## src/rtl/router_ingress_ctrl.sv

```systemverilog
// router_ingress_ctrl: ingress controller of the 1x3 router.
// Decodes the header byte and steers the packet to one of three output FIFOs.
// It stalls the source while the FIFO is busy and generates parity status.
// Ports:
//   clock, resetn            clock and synchronous active-low reset
//   pkt_valid, data_in       source byte stream (pkt_valid low on parity byte)
//   fifo_full, fifo_empty    status flags of FIFO 0..2
//   soft_reset               per-FIFO read-timeout reset
//   write_enb, dout          one-hot FIFO write enable and write data
//   lfd_state                pulses the cycle before the header write
//   busy                     source must hold data_in while high
//   parity_done, err         end-of-packet pulse and sticky error flag
// Optional feature: define ROUTER_PARITY_CHECK_EN to compare the packet parity.
module router_ingress_ctrl #(
    parameter int DATA_WIDTH = 8
) (
    input  logic                  clock,
    input  logic                  resetn,
    input  logic                  pkt_valid,
    input  logic [DATA_WIDTH-1:0] data_in,
    input  logic [2:0]            fifo_full,
    input  logic [2:0]            fifo_empty,
    input  logic [2:0]            soft_reset,
    output logic [2:0]            write_enb,
    output logic [DATA_WIDTH-1:0] dout,
    output logic                  lfd_state,
    output logic                  busy,
    output logic                  parity_done,
    output logic                  err
);

    typedef enum logic [3:0] {
        S_DECODE,
        S_WAIT,
        S_FIRST,
        S_HDR,
        S_LOAD,
        S_FULL,
        S_AFTER_FULL,
        S_CHECK,
        S_DROP
    } state_t;

    state_t                state_q, state_d;
    logic [DATA_WIDTH-1:0] header_q, header_d;
    logic [DATA_WIDTH-1:0] hold_q, hold_d;
    logic                  is_par_q, is_par_d;
    logic                  err_q, err_d;
    logic                  pdone_q, pdone_d;
`ifdef ROUTER_PARITY_CHECK_EN
    logic [DATA_WIDTH-1:0] par_q, par_d;
    logic [DATA_WIDTH-1:0] rx_par_q, rx_par_d;
`endif

    function automatic logic [2:0] addr_oh(input logic [1:0] a);
        logic [2:0] r;
        r = 3'b000;
        case (a)
            2'd0:    r = 3'b001;
            2'd1:    r = 3'b010;
            2'd2:    r = 3'b100;
            default: r = 3'b000;
        endcase
        return r;
    endfunction

    logic [2:0] sel_oh;
    logic [2:0] hdr_oh;
    logic       sel_full;
    logic       sel_empty;
    logic       hdr_empty;
    logic       accept;
    logic       abort;
    logic       wr;

    assign sel_oh    = addr_oh(header_q[1:0]);
    assign hdr_oh    = addr_oh(data_in[1:0]);
    assign sel_full  = |(fifo_full & sel_oh);
    assign sel_empty = |(fifo_empty & sel_oh);
    assign hdr_empty = |(fifo_empty & hdr_oh);
    assign accept    = (state_q == S_DECODE) && pkt_valid
                       && (data_in[1:0] != 2'b11);
    // Soft reset of the selected FIFO aborts the packet in flight.
    assign abort     = (state_q inside {S_WAIT, S_FIRST, S_HDR, S_LOAD,
                                        S_FULL, S_AFTER_FULL})
                       && |(soft_reset & sel_oh);

    // State register
    always_ff @(posedge clock) begin
        if (!resetn) begin
            state_q  <= S_DECODE;
            header_q <= '0;
            hold_q   <= '0;
            is_par_q <= 1'b0;
            err_q    <= 1'b0;
            pdone_q  <= 1'b0;
`ifdef ROUTER_PARITY_CHECK_EN
            par_q    <= '0;
            rx_par_q <= '0;
`endif
        end else begin
            state_q  <= state_d;
            header_q <= header_d;
            hold_q   <= hold_d;
            is_par_q <= is_par_d;
            err_q    <= err_d;
            pdone_q  <= pdone_d;
`ifdef ROUTER_PARITY_CHECK_EN
            par_q    <= par_d;
            rx_par_q <= rx_par_d;
`endif
        end
    end

    // Next-state logic
    always_comb begin
        state_d = state_q;
        case (state_q)
            S_DECODE:     if (accept)
                              state_d = hdr_empty ? S_FIRST : S_WAIT;
            S_WAIT:       if (sel_empty) state_d = S_FIRST;
            S_FIRST:      state_d = S_HDR;
            S_HDR:        state_d = S_LOAD;
            S_LOAD:       if (sel_full) state_d = S_FULL;
                          else if (!pkt_valid) state_d = S_CHECK;
            S_FULL:       if (!sel_full) state_d = S_AFTER_FULL;
            S_AFTER_FULL: state_d = is_par_q ? S_CHECK : S_LOAD;
            S_CHECK:      state_d = S_DECODE;
            S_DROP:       if (!pkt_valid) state_d = S_DECODE;
            default:      state_d = S_DECODE;
        endcase
        if (abort) state_d = pkt_valid ? S_DROP : S_DECODE;
    end

    // Datapath registers
    always_comb begin
        header_d = header_q;
        hold_d   = hold_q;
        is_par_d = is_par_q;
        err_d    = err_q;
        pdone_d  = 1'b0;
`ifdef ROUTER_PARITY_CHECK_EN
        par_d    = par_q;
        rx_par_d = rx_par_q;
`endif
        case (state_q)
            S_DECODE: if (accept) begin
                header_d = data_in;
                err_d    = 1'b0;
`ifdef ROUTER_PARITY_CHECK_EN
                par_d    = data_in;
`endif
            end
            S_LOAD: begin
                if (sel_full) begin
                    hold_d   = data_in;
                    is_par_d = !pkt_valid;
                end
`ifdef ROUTER_PARITY_CHECK_EN
                else if (pkt_valid) par_d = par_q ^ data_in;
                else rx_par_d = data_in;
`endif
            end
`ifdef ROUTER_PARITY_CHECK_EN
            S_AFTER_FULL: begin
                if (is_par_q) rx_par_d = hold_q;
                else par_d = par_q ^ hold_q;
            end
`endif
            S_CHECK: begin
                pdone_d = 1'b1;
`ifdef ROUTER_PARITY_CHECK_EN
                err_d   = (par_q != rx_par_q);
`else
                err_d   = err_q;
`endif
            end
            S_DROP: if (!pkt_valid) begin
                err_d   = 1'b1;
                pdone_d = 1'b1;
            end
            default: ;
        endcase
        if (abort && !pkt_valid) begin
            err_d   = 1'b1;
            pdone_d = 1'b1;
        end
    end

    // Outputs; writes are also blocked while resetn is low
    always_comb begin
        wr = 1'b0;
        case (state_q)
            S_HDR:        wr = 1'b1;
            S_LOAD:       wr = !sel_full;
            S_AFTER_FULL: wr = 1'b1;
            default:      wr = 1'b0;
        endcase
        if (abort || !resetn) wr = 1'b0;
        write_enb = wr ? sel_oh : 3'b000;
        dout      = '0;
        if (wr) begin
            case (state_q)
                S_HDR:        dout = header_q;
                S_AFTER_FULL: dout = hold_q;
                default:      dout = data_in;
            endcase
        end
        lfd_state = (state_q == S_FIRST);
        busy      = state_q inside {S_WAIT, S_FIRST, S_HDR, S_FULL,
                                    S_AFTER_FULL, S_CHECK};
    end

    assign parity_done = pdone_q;
    assign err         = err_q;

endmodule
```

## config.mk

```make
export PLATFORM = sky130hd
export DESIGN_NAME = router_ingress_ctrl
export DESIGN_NICKNAME = d
export VERILOG_FILES = /design/src/rtl/router_ingress_ctrl.sv
export SDC_FILE = /design/constraint.sdc
export NUM_CORES = 1
export LEC_CHECK = 0
export BUFFER_PORTS_ARGS = -buffer_cell sky130_fd_sc_hd__buf_4
export CORE_AREA = 2 2 51 72
export DETAILED_ROUTE_END_ITERATION = 12
export DIE_AREA = 0 0 53 74
export PLACE_DENSITY = 0.72
export SLEW_MARGIN = 20
export SYNTH_ARGS = -nofsm -noshare
export SYNTH_HDL_FRONTEND = slang
export SYNTH_SLANG_ARGS = --single-unit
export TNS_END_PERCENT = 5
```

## constraint.sdc

```tcl
create_clock -name clock -period 2.06 [get_ports clock]
set_input_delay 0.103 -clock clock [delete_from_list [all_inputs] [get_ports clock]]
set_output_delay 0.103 -clock clock [all_outputs]
set_load 0.02 [all_outputs]
```

---- Word level (Yosys, flattened, before mapping) ----
Cells that the tools add are included.
storage, ports and cells
  register bits after elaboration ......... 23
  input bits .............................. 20
operators by class
  bitwise gates (word level) .............. 4
  equal/unequal tests ..................... 20
  multiplexer cells ....................... 25
  reductions and logical operators ........ 23
operator list
  kind                  number
  $mux W4               8
  $pmux W4 S8           1
  $pmux W3 S3           2
  $eq A4 B3 Y1 const B  4
  $pmux W8 S2           1
  $ne A3 B3 Y1 const B  5
  $and A3 B3 Y3         4
  $reduce_bool A6 Y1    2
  $reduce_or A3 Y1      4
  $eq A4 B2 Y1 const B  2
  $mux W8               1
  $mux W1               6
  $pmux W1 S2           3
  $reduce_and A5 Y1     1
  $eq A2 B1 Y1 const B  2
  $eq A2 B2 Y1 const B  2
  $eq A4 B1 Y1 const B  1
  $eq A4 B4 Y1 const B  1
  $logic_and A1 B1 Y1   4
  $logic_not A2 Y1      2
  $logic_not A4 Y1      1
  $mux W2               2
  $ne A4 B4 Y1 const B  1
  $reduce_and A2 Y1     2
  8 further kinds       10

---- Depth between registers and ports, before layout ----
Gate-level depths: netlist of the first run.
  depth in word-level cells ............... 8
  mapped depth ............................ 7
  mapped depth without buffers ............ 5

---- Least setup slack after synthesis of the first run ----
Ideal clock, no wire load.
  path kind ............................... register -> output
  start point ............................. register header_q[0]
  end point ............................... output port write_enb[1]
  stages on the path, launching flop included .. 8
  arrival ................................. 1749 ps
  setup slack ............................. 208 ps
  cells stage by stage .................... dfxtp_1 buf_6 mux2i_1 o21ai_1 nand3b_1 nand3_1 buf_2 nor3b_1
between the ends
  word-level cells in the longest chain between the ends .. 8
  elaborated cells between the ends (all ways) .. 14
  those cells by class .................... eq/ne (2); mux (4); bitwise (2); reduce/logical (6)
RTL lines
  what                                                     RTL line  text
  start: declaration                                       45        logic [DATA_WIDTH-1:0] header_q, header_d;
  start signal: assignment                                 103       header_q <= header_d;
  $eq A2 B2 Y1 (tied with other cells)                     58        case (a)
  $pmux W3 S3 (*)                                          58
  $and A3 B3 Y3, on equally long branches                  78, 86
  $reduce_or A3 Y1, on equally long branches               78, 86
  $logic_not A1 Y1 or $logic_and A1 B1 Y1 (tied branches)  195, 86
  $pmux W1 S2 or $logic_or A1 B1 Y1 (tied branches)        193, 199
  $mux W1                                                  199       if (abort || !resetn) wr = 1'b0;
  $mux W3 (*)                                              200       write_enb = wr ? sel_oh : 3'b000;
  end: declaration                                         24        output logic [2:0] write_enb,
Every way passes the cells marked *; elsewhere a longest branch is shown, timed or not.

---- Worst setup path in the final report of the first run ----
  start point ............................. register state_q[3]
  end point ............................... output port dout[5]
between the ends
  word-level cells in the longest chain between the ends .. 6
  elaborated cells between the ends (all ways) .. 14
  those cells by class .................... eq/ne (6); mux (4); reduce/logical (4)
RTL lines
  what                                  RTL line  text
  start: declaration                    44        state_t state_q, state_d;
  start signal: assignment              102       state_q <= state_d;
  $eq A4 B1 Y1 (tied with other cells)  84        assign abort = (state_q inside {S_WAIT, S_FIRST, S_HDR, S_LOAD,
  $reduce_bool A6 Y1                    84
  $logic_and A1 B1 Y1                   86        && |(soft_reset & sel_oh);
  $logic_or A1 B1 Y1                    199
  $mux W1                               199
  $mux W8 (*)                           202       if (wr) begin
  end: declaration                      25        output logic [DATA_WIDTH-1:0] dout,
Marked as above.

==> results.cfg, run 1 <==
[logic_synthesis]
netlist_area_um2 = 1560
post_synth_and_or_nand_nor_area_fraction = 0.285
synth_mux_area_frac = 0.135
main_combinational_cell_family_by_area_after_synthesis = simple AND/OR/NAND/NOR gates
synth_xor_xnor_area_share = 0.0112
post_synth.cell_area_avg_um2 = 8.38
synth-seq-cells = 23
async_flop_share = 0
synthesis.yosys.warnings = 0
yosys_most_used_dff = dfxtp_1
syn_nets = 206
synth-compound-area-share = 0.207
post_synth_inst_count = 186
synthAdderAreaFrac = 0
post_synth_num_cell_types = 41
synth-edff-count = 0
synth.yosys.seq_area_share = 0.295

[power]
leakage_nw = 0.869
worst_vdd_rail_ir_drop_v = 0.000536
finalPower_mw = 1.47
power_per_unit_of_standard_cell_area_nw_per_um2 = 726

[finish]
layout.core_utilization = 0.618
post_layout_net_count = 241
final_cell_count_no_fill = 260
ratio_of_cells_with_drive_above_1_in_the_final_layout = 0.350
area_delta_synth_final_pct = 30.2
antenna-diode-count = 0
finish.instance_area_um2 = 2030

[critical_path]
critPathRequiredTime_ns = 1.96
worst_reg2reg_endpoint = state_q[1]$_SDFFE_PN0P_
worstPathBufferInverterCount = 3
reg2regPathDepth = 7
crit_path_top_delay_cell = dfxtp_2
cp_cell_sequence = buf_4 > nand3b_1 > o22ai_2 > nand3_2 > buf_6 > a211oi_1 > buf_4
worst-r2r-setup-slack_ns = 0.30
cp_common_cell = buf_4
regToRegStartpoint = header_q[0]$_SDFFE_PN0P_
crit_type = flop to primary output
critical-path-max-stage-delay_ns = 0.36
worst_setup_path_end_kind = primary output
timing.critical_path.fanout_max = 8
critPathTopFamily = buffers and inverters
critPathLaunchType = flop
critical_path_arrival_ns = 1.90

[cts]
tritoncts.num_buffers = 3
insertion_delay_ns = 0.26
cts.reportedPaths.clkPinSlew_ns = 0.08
clockRootBuffer = clkbuf_8
numClockSinks = 23
tritoncts_clock_tree = yes
cts_max_level = 1
clock_tree_buffer_depth = 2

[place]
port_buffers = 34
hpwl_mm = 2.94
dpl-instance-area_um2 = 1870
gp_congestion = 0.852
placedCellCount = 253

[global_routing]
grt_first_pass_wirelength_mm = 6.69
grt.total_usage = 0.229
grt.overflow.total = 0
global_route.usage.met2 = 0.406
grt_most_used_layer = met2
groute.layer.met3.usage = 0.0201
grt_antenna_before_repair = 0
grt_pass1_vias = 1449
grt_max_degree = 24
met1_layer_usage_reported_by_global_route = 0.276

[floorplanning]
design.portCount = 35
design.core.area_um2 = 3280
die_height_um = 74
effective_utilization_at_floorplan = 0.475
row_count = 25
die_width_um = 53
floorplan.die_area_um2 = 3920

[routing]
vias = 1553
antenna_left = 0
post_detailed_route_drc_marker_count = 0
drt_wl_total_mm = 4.17
route.detailed.vias_per_inst = 5.97
detailedRoute.firstIterationViolations = 41
wl_per_cell_um = 16.0
dr.pass1.iters = 4

[timing]
final_worst_path_period_need_ns = 2.00
slew_at_the_pin_closest_to_its_max_slew_limit_ns = 0.363
fin_skew_ns = 0.00216
clock.fmax_ghz = 0.500
hold_viol = 0
final_number_of_setup_violating_endpoints = 0
timing.slew.headroom = 0.752
finalMaxSlewViolations = 0
grt_setup_unrepaired = yes
fraction_of_the_cycle_the_final_worst_path_needs = 0.971

[worst_hold_path]
timing.hold.worst_endpoint = state_q[3]$_SDFFE_PN0P_
hold_path_depth = 3
hold_path_class = input pin to flop
hold_path_startpoint = pkt_valid

[flow_run]
maxCapViolCount = 0

[outcome]
run_status = finished, final reports clean
-- tightest hold or removal path, stage by stage --
cell	delay [ns]
buf_4	0.14
nand2_1	0.06
a21oi_1	0.03
-- synth_stat cells (7+ instances only) --
master / count / area [um2]
nor2b_1: 15 / 93.8
nand3b_1: 7 / 52.6
or3_1: 8 / 50.1
o22ai_1: 8 / 50.1
o21ai_0: 9 / 45.0
buf_2: 11 / 55.1
mux2i_1: 21 / 210
dfxtp_1: 23 / 460
a211oi_1: 10 / 75.1
nor2_1: 11 / 41.3
nand2_1: 8 / 30.0
-- layout by cell type, fill, tap and decap left out, drive strengths merged, types with 3 or more instances in the layout --
master  instances
a211oi         10
a21oi           5
buf            48
clkbuf          3
dfxtp          23
inv             3
mux2i          21
nand2           8
nand2b          4
nand3           3
nand3b          8
nor2           11
nor2b          15
nor3            5
nor3b           3
o21ai          12
o221a           3
o22ai           8
or3             9
-- flip-flops by register name, indices dropped and copies added, names as in the netlist --
name and flops:
err 1, header_q 8, hold_q 8, is_par_q 1, parity_done 1, state_q 4
-- logic make-up after synthesis --
group | after synthesis
AOI/OAI and AO/OA | 47
buffers and inverters | 21
DFF | 23
and+or+nand+nor | 72
xor gates and xnor gates | 2
muxes | 21
-- report_power, final --
part,switching (mW),leakage (nW),internal (mW)
Sequential,0.0763,0.190,0.492
Combinational,0.321,0.653,0.305
Clock,0.144,0.0255,0.135
Total,0.542,0.869,0.931
-- cell type report --
| cell class | count | area, um2 |
|---|---|---|
| clock buffer | 3 | 41.3 |
| multi-input combinational | 142 | 1060 |
| inverter | 3 | 11.3 |
| tap | 40 | 50.0 |
| fill | 300 | 1250 |
| sequential | 23 | 475 |
| timing repair buffer | 48 | 388 |
| clock inverter | 1 | 5.00 |
-- timing repair --
item,CTS,global route
setup buffers,0,3
endpoints found under the setup margin,11,11
pin swaps,0,3
hold buffers,0,0
gates cloned,0,0
resized for setup,13,13
-- metal layers --
metal  wire length [um]  up-vias
met1               1700      744
met2               2180       48
li1                   -      752
met4                109        0
met5                  0        -
met3                179        9
-- how the worst max path moves through the flow --
stage	start	end	slack, ns	cells past startpoint
after floorplan	header_q[0]$_SDFFE_PN0P_	write_enb[1]	0.21	7
final	state_q[3]$_SDFFE_PN0P_	dout[5]	0.06	7
after global routing	state_q[3]$_SDFFE_PN0P_	write_enb[1]	-0.04	7
after CTS	header_q[0]$_SDFFE_PN0P_	dout[2]	-0.02	7
after detailed placement	state_q[1]$_SDFFE_PN0P_	dout[1]	0.006	6
after global placement	state_q[1]$_SDFFE_PN0P_	dout[1]	0.06	6
-- metrics by stage --
| step | setup slack (ns) | TNS [ns] | hold WS [ns] |
|---|---|---|---|
| floorplan | 0.208 | 0 | 0.219 |
| global placement | 0.0645 | 0 | 0.384 |
| detailed placement | 0.00601 | 0 | 0.390 |
| CTS | -0.0150 | -0.0150 | 0.105 |
| global route | -0.0438 | -0.112 | 0.120 |
| finish | 0.0591 | 0 | 0.108 |
Power figures use the tool's default switching activity.
==> run 2, diff against run 1 <==
- CORE_AREA: 2 2 51 72 -> 2 2 59 61
- DIE_AREA: 0 0 53 74 -> 0 0 61 63
- PLACE_DENSITY: 0.72 -> 0.74
==> run 2 against run 1 <==
Final cell count is 4.6% higher. Sequential cell count stayed put. First-iteration DRC count rose to 2.8 times the previous value. Sequential power fell by 2%. Critical path depth up 1. Register-to-register slack got worse by 0.09 ns.
==> results.cfg, run 2 (synthesized netlist as in run 1, its figures left out) <==
[outcome]
run_status = finished, final reports clean

[timing]
slew_at_the_pin_closest_to_its_max_slew_limit_ns = 0.381
clock.fmax_ghz = 0.487
final_number_of_setup_violating_endpoints = 0
hold_viol = 0
fin_skew_ns = 0.00450
final_worst_path_period_need_ns = 2.06
finalSetupTns_ns = 0
timing.slew.headroom = 0.739
grt_setup_unrepaired = yes
fraction_of_the_cycle_the_final_worst_path_needs = 0.998
finalMaxSlewViolations = 0

[finish]
multi_input_area_um2 = 1120
post_layout_net_count = 247
antenna-diode-count = 0
area_delta_synth_final_pct = 36.9
ratio_of_cells_with_drive_above_1_in_the_final_layout = 0.403
final_cell_count_no_fill = 272
largest_regs = header_q (8), hold_q (8), state_q (4)
layout.area.seq_um2 = 474
mostFrequentLayoutCell = buf_4
most-common-layout-cells = buf_4 (49), mux2i_1 (19), dfxtp_1 (18)
number_of_filler_cells_placed_in_the_layout = 261
finish.instance_area_um2 = 2130

[critical_path]
critPathRequiredTime_ns = 1.96
timing.critical_path.fanout_max = 8
critPathLaunchType = flop
worst_setup_path_end_kind = primary output
critical_path_arrival_ns = 1.95
worst-r2r-setup-slack_ns = 0.21
crit_type = flop to primary output

[power]
clkPwrFrac = 0.146
p_sw_frac = 0.380
proportion_of_power_drawn_by_flip_flops_and_latches = 0.372
worst_vdd_rail_ir_drop_v = 0.000264
finalPower_mw = 1.50
p_int_mw = 0.930
power.net_switching_mw = 0.570
share_comb_of_total_power = 0.482
power_per_unit_of_standard_cell_area_nw_per_um2 = 703
leakage_nw = 0.911

[routing]
vias = 1527
detailedRoute.firstIterationViolations = 116
dr.pass1.iters = 4
drt_wl_total_mm = 4.07
antenna_left = 0
route.detailed.vias_per_inst = 5.61
wl_per_cell_um = 15.0
post_detailed_route_drc_marker_count = 0

[place]
hpwl_mm = 2.72
port_buffers = 34
gp_congestion = 0.906
placedCellCount = 261
dpl-instance-area_um2 = 1880

[global_routing]
grt_first_pass_wirelength_mm = 6.35
grt.total_usage = 0.213
grt.overflow.total = 0
grt_antenna_before_repair = 0
grt_max_degree = 24
grt_pass1_vias = 1415

[floorplanning]
die_width_um = 61
design.portCount = 35
die_height_um = 63
floorplan.die_area_um2 = 3840
effective_utilization_at_floorplan = 0.482
design.core.area_um2 = 3230
row_count = 21

[cts]
cts.reportedPaths.clkPinSlew_ns = 0.14
tritoncts_clock_tree = yes
tritoncts.num_buffers = 3
cts_max_level = 1
clock_tree_buffer_depth = 2
hold_buffers = 0
numClockSinks = 23
clockRootBuffer = clkbuf_4
insertion_delay_ns = 0.31

[flow_run]
maxCapViolCount = 0

[worst_hold_path]
hold_path_class = input pin to flop
-- run 2: repair_timing --
item / CTS / global route
gates cloned: 0 / 1
setup endpoints to repair: 11 / 11
setup buffers: 3 / 3
pin swaps: 2 / 3
gates resized for setup: 17 / 20
-- run 2: final timing paths --
kind | from | to | depth (start not counted)
hold reg to reg | err$_SDFFE_PN0P_ | err$_SDFFE_PN0P_ | 2
setup reg to reg | header_q[0]$_SDFFE_PN0P_ | state_q[1]$_SDFFE_PN0P_ | 6
setup / recovery | state_q[1]$_SDFFE_PN0P_ | dout[0] | 8
hold / removal | pkt_valid | state_q[3]$_SDFFE_PN0P_ | 3
-- run 2: final cells by class --
type                    instances  area share
clock buffers                   3      0.0106
inverters                       3     0.00528
multi-input cells             142       0.526
well taps                      46      0.0270
clock inverters                 1     0.00234
repair buffers                 54       0.207
flip-flops and latches         23       0.222
-- run 2: metal layers --
layer,GRT usage,vias up,wire [um]
li1,-,766,-
met1,0.296,713,1860
met2,0.329,46,2000
met3,0.0269,2,171
met4,0.0842,0,27
met5,0,-,0
-- run 2: worst max-delay path, stage by stage (launching register included) --
cell	delay (ns)
dfxtp_4	0.43
buf_4	0.17
and2_4	0.17
a21oi_1	0.07
nand3b_1	0.14
nand3_2	0.13
buf_6	0.16
a211oi_2	0.19
buf_4	0.17
-- run 2: power by group through the flow --
stage | Sequential, mW | Clock (mW) | Combinational [mW]
3_3_place_gp | 0.549 | 0 | 0.565
4_1_cts | 0.550 | 0.229 | 0.613
5_1_grt | 0.564 | 0.251 | 0.783
6_report | 0.557 | 0.219 | 0.724
3_5_place_dp | 0.552 | 0 | 0.575
2_1_floorplan | 0.528 | 0 | 0.426
-- run 2: through the flow --
step            util  hold slack (ns)  setup slack, ns
6_report       0.660           0.0368          0.00451
5_1_grt        0.660           0.0432          -0.0757
4_1_cts        0.613           0.0325          0.00692
3_5_place_dp   0.581            0.385           0.0804
3_3_place_gp   0.581            0.377            0.161
2_1_floorplan      -            0.219            0.208
